## src/rtl/schoolbook_unload.sv

```systemverilog
// Unloads a wide multiplier product as a stream of W-bit words, least significant word first.
// Capture is triggered by prod_valid or, when AUTO is set, once LATENCY edges after reset release.
module schoolbook_unload #(
    parameter int PW      = 1142,
    parameter int W       = 64,
    parameter int LATENCY = 572,
    parameter int AUTO    = 1
) (
    input  logic          clk,
    input  logic          rst,
    input  logic [PW-1:0] prod,
    input  logic          prod_valid,
    output logic [W-1:0]  out_data,
    output logic          out_valid,
    input  logic          out_ready,
    output logic          out_last,
    output logic          busy,
    output logic          overrun
);

    localparam int NW = (PW + W - 1) / W;
    localparam int IW = (NW > 1) ? $clog2(NW) : 1;
    localparam int TW = $clog2(LATENCY + 2);

    localparam logic IDLE   = 1'b0;
    localparam logic STREAM = 1'b1;

    logic              state;
    logic [IW-1:0]     idx;
    logic [TW-1:0]     tcnt;
    logic [NW*W-1:0]   shadow;
    logic [NW*W-1:0]   prod_ext;
    logic              auto_fire;
    logic              trigger;
    logic              last_word;

    assign auto_fire = (AUTO != 0) && (tcnt == TW'(LATENCY));
    assign trigger   = prod_valid || auto_fire;
    assign last_word = (idx == IW'(NW - 1));

    // Zero-pad the product up to a whole number of output words.
    always_comb begin
        prod_ext         = '0;
        prod_ext[PW-1:0] = prod;
    end

    // The timer stops one past LATENCY so the self-timed trigger fires only once per release.
    always_ff @(posedge clk) begin
        if (!rst) begin
            tcnt <= '0;
        end else if (tcnt != TW'(LATENCY + 1)) begin
            tcnt <= tcnt + TW'(1);
        end
    end

    // A trigger while streaming, including on the last-word edge, is dropped and flagged.
    always_ff @(posedge clk) begin
        if (!rst) begin
            state   <= IDLE;
            idx     <= '0;
            overrun <= 1'b0;
        end else begin
            case (state)
                IDLE: begin
                    if (trigger) begin
                        state <= STREAM;
                        idx   <= '0;
                    end
                end
                STREAM: begin
                    if (trigger) begin
                        overrun <= 1'b1;
                    end
                    if (out_ready) begin
                        if (last_word) begin
                            state <= IDLE;
                            idx   <= '0;
                        end else begin
                            idx <= idx + IW'(1);
                        end
                    end
                end
                default: begin
                    state <= IDLE;
                    idx   <= '0;
                end
            endcase
        end
    end

    always_ff @(posedge clk) begin
        if (rst && (state == IDLE) && trigger) begin
            shadow <= prod_ext;
        end
    end

    assign busy      = (state == STREAM);
    assign out_valid = busy;
    assign out_last  = busy && last_word;
    assign out_data  = busy ? shadow[W*idx +: W] : '0;

endmodule

```

## config.mk

```make
export PLATFORM = sky130hd
export DESIGN_NAME = schoolbook_unload
export DESIGN_NICKNAME = d
export VERILOG_FILES = /design/src/rtl/schoolbook_unload.sv
export SDC_FILE = /design/constraint.sdc
export NUM_CORES = 1
export LEC_CHECK = 0
export CORE_AREA = 2 2 472 474
export CTS_CLUSTER_DIAMETER = 80
export DETAILED_ROUTE_END_ITERATION = 10
export DIE_AREA = 0 0 474 476
export PLACE_DENSITY = 0.43
export SLEW_MARGIN = 10
export SYNTH_ARGS = -nofsm -noshare
export SYNTH_HDL_FRONTEND = slang
export SYNTH_SLANG_ARGS = --single-unit
```

## constraint.sdc

```tcl
create_clock -name clk -period 175.3 [get_ports clk]
set_clock_uncertainty 0.05 [all_clocks]
set_input_delay 35.06 -clock clk [delete_from_list [all_inputs] [get_ports clk]]
set_output_delay 35.06 -clock clk [all_outputs]
set_load 0.1 [all_outputs]
```

==> out/qor.yml <==
status: "finished, final reports clean"
grt_pass1_vias: 27488
synthCells: 2040
synthArstFlopShare_pct: 0
arrival_ns: 5.93
crit_fanout: 34
root_buffer: "clkbuf_16"
wirelength_mm: 181
p_sw_share_pct: 22.5
intPower_uw: 519
fmax_mhz: 24.4
post_cts_resized: 0
cp-start-kind: "flip-flop"
drtPass1Iterations: 5
hp-start: "overrun"
vias: 26074
finish.utilization_pct: 29.2
combPwrFrac_pct: 8.3
switching_power_uw: 151
synth_area_per_cell_um2: 21.6
layout_min_cycle_time_ns: 41.04
setup_tns_ns: 0
wl_met3_mm: 16.6
cts_tree: "done"
core_area_um2: 221000
power.density_nw_per_um2: 10.4
grt_max_degree: 141
start_util_pct: 20.0
gp_congestion: 0.784
cts_buffers: 146
postCtsHoldBufs: 0
grt_usage_pct: 15.3
dieArea_um2: 226000
grt_pass1_wl_mm: 235
layout.nets: 4477
hold_end: "overrun"
p_clk_share_pct: 43.8
yosysUniqueCellTypes: 47
clk_latency_ns: 0.77
drc: 0
vias_per_cell: 4.04
cts_setup_buffers: 0
max-vdd-ir-drop_uv: 7.42
slew_headroom_pct: 19.5
cp-end-kind: "primary output"
ys_top_cells_by_area: "edfxtp_1 (78%), mux4_2 (9.3%), mux2i_1 (5.6%)"
cts.sink_count: 1159
synth_top_area_cell: "edfxtp_1"
crit_type: "reg2out"
cts.htree.levels: 4
antenna_found_initial: 94
clkTransAtPathRegs_ns: 0.06
ys_seq_area_share_pct: 78.5
maxCapViolations: 0
clk_path_buf_depth: 3
rrSetupSlack_ns: 169.24
top_layer_used: "met5"
hpwl_mm: 136
pwr-share-seq_pct: 47.9
ys.flop_type: "edfxtp_1"
die_y_um: 476
m1WireLength_mm: 70.7
wl_per_cell_um: 28.0
fp-row-count: 173
ios: 1214
ant_nets: 0
worst_ep_required_time_ns: 140.19
final_cells: 6446
reg2reg_depth: 8
cellLeakagePower_nw: 20.4
slew_viol_final: 0
whs_path_depth: 2
dp.cells: 6153
yosys_warnings: 0
met2_length_mm: 89.3
hold_viol: 0
worst_pin_slew_ns: 1.20
drt_iter0_drc: 1793
hp-class: "reg2reg"
synth-edff-count: 1142
fin_crit_sh_pct: 23.4
io_buffers: 1213
overflow: 0
synth_seq_cells: 1159
syn-num-nets: 3191
area_delta_synth_final_pct: 46.1
r2r-end: "shadow[520]"
finalSetupViolCount: 0
reg2reg_from: "tcnt[6]"
netlist.area_leader.share_pct: 77.7
grt_setup_unrepaired: "no"
syn-cell-area_um2: 44100
drive_above_1_share_pct: 12.9
synth_most_common_cell: "edfxtp_1"
dieWidth_um: 474
synth_common_cells: "edfxtp_1 (1142), mux2i_1 (248), mux4_2 (182), a221oi_1 (64), o221ai_1 (54)"
## placed cells by master, fill, tap and decap left out, types with 36 or more instances in the layout
cell type and count:
clkdlybuf4s50_1 1213, edfxtp_1 1142, mux2i_1 248, mux4_2 182, clkbuf_16 149, a221oi_1 64
o221ai_1 54, o21ai_1 50, buf_4 41, clkinv_1 36
## cells by family (layout without fill, tap and decap cells)
logic type,after synthesis,count (layout),share of synthesized area (%)
simple gates,81,81,0.958
mux,430,430,14.9
flops,1159,1159,78.5
compound gates,235,235,3.95
buf+inv,126,1533,1.48
xor+xnor,4,4,0.0794
fa+ha+maj,5,5,0.142
other cells,0,24,0
## layer usage
layer | vias up | GRT usage [%]
li1 | 11293 | -
met1 | 13299 | 18.0
met2 | 1120 | 26.3
met3 | 276 | 6.12
met4 | 86 | 3.49
met5 | - | 0
## per-stage QoR
| stage | hold WS (ns) | power, mW | cell area (µm²) | setup WS, ns |
|---|---|---|---|---|
| global route | 0.464 | 0.694 | 64400 | 133.82 |
| detailed placement | 0.415 | 0.383 | 59800 | 134.61 |
| floorplan | 0.417 | 0.368 | 44100 | 87.08 |
| CTS | 0.429 | 0.682 | 64400 | 134.01 |
| finish | 0.424 | 0.670 | 64500 | 134.27 |
| global placement | 0.421 | 0.383 | 59800 | 134.71 |
## power groups by stage
stage	combinational [mW]	clock, mW	sequential, mW
finish	0.0553	0.294	0.321
global placement	0.0559	0	0.327
floorplan	0.0202	0	0.347
global route	0.0585	0.314	0.322
CTS	0.0564	0.305	0.321
detailed placement	0.0562	0	0.327
## worst max-delay path by stage
stage | depth (start not counted) | end | start | slack [ns]
after floorplan | 2 | shadow[0] | rst | 87.08
after global placement | 8 | shadow[1032] | rst | 134.71
after detailed placement | 8 | shadow[1032] | rst | 134.61
after CTS | 7 | out_data[21] | idx[0] | 134.01
after global routing | 7 | out_data[21] | idx[0] | 133.82
final | 7 | out_data[21] | idx[0] | 134.27
## critical path: stages (launching register included)
cell	delay, ns
dfxtp_4	0.61
buf_4	0.64
buf_4	0.69
buf_4	0.68
mux4_2	0.58
mux2i_1	0.56
o221ai_1	0.25
clkdlybuf4s50_1	1.01
## cell type report
type                    instances  area (µm²)
diodes                         24        60.1
flip-flops and latches       1159       34600
multi-input cells             755        8880
fillers                     21995      157000
clock buffers                 178        3840
clock inverters                91         798
repair buffers               1257       12500
well taps                    2975        3720
inverters                       7        36.3
## flip-flops by register name, summed over array words and instances, names as in the netlist
| name | cells |
|---|---|
| overrun | 1 |
| shadow | 1142 |
| busy | 1 |
| tcnt | 10 |
| idx | 5 |
(Power assumes the default switching activity.)
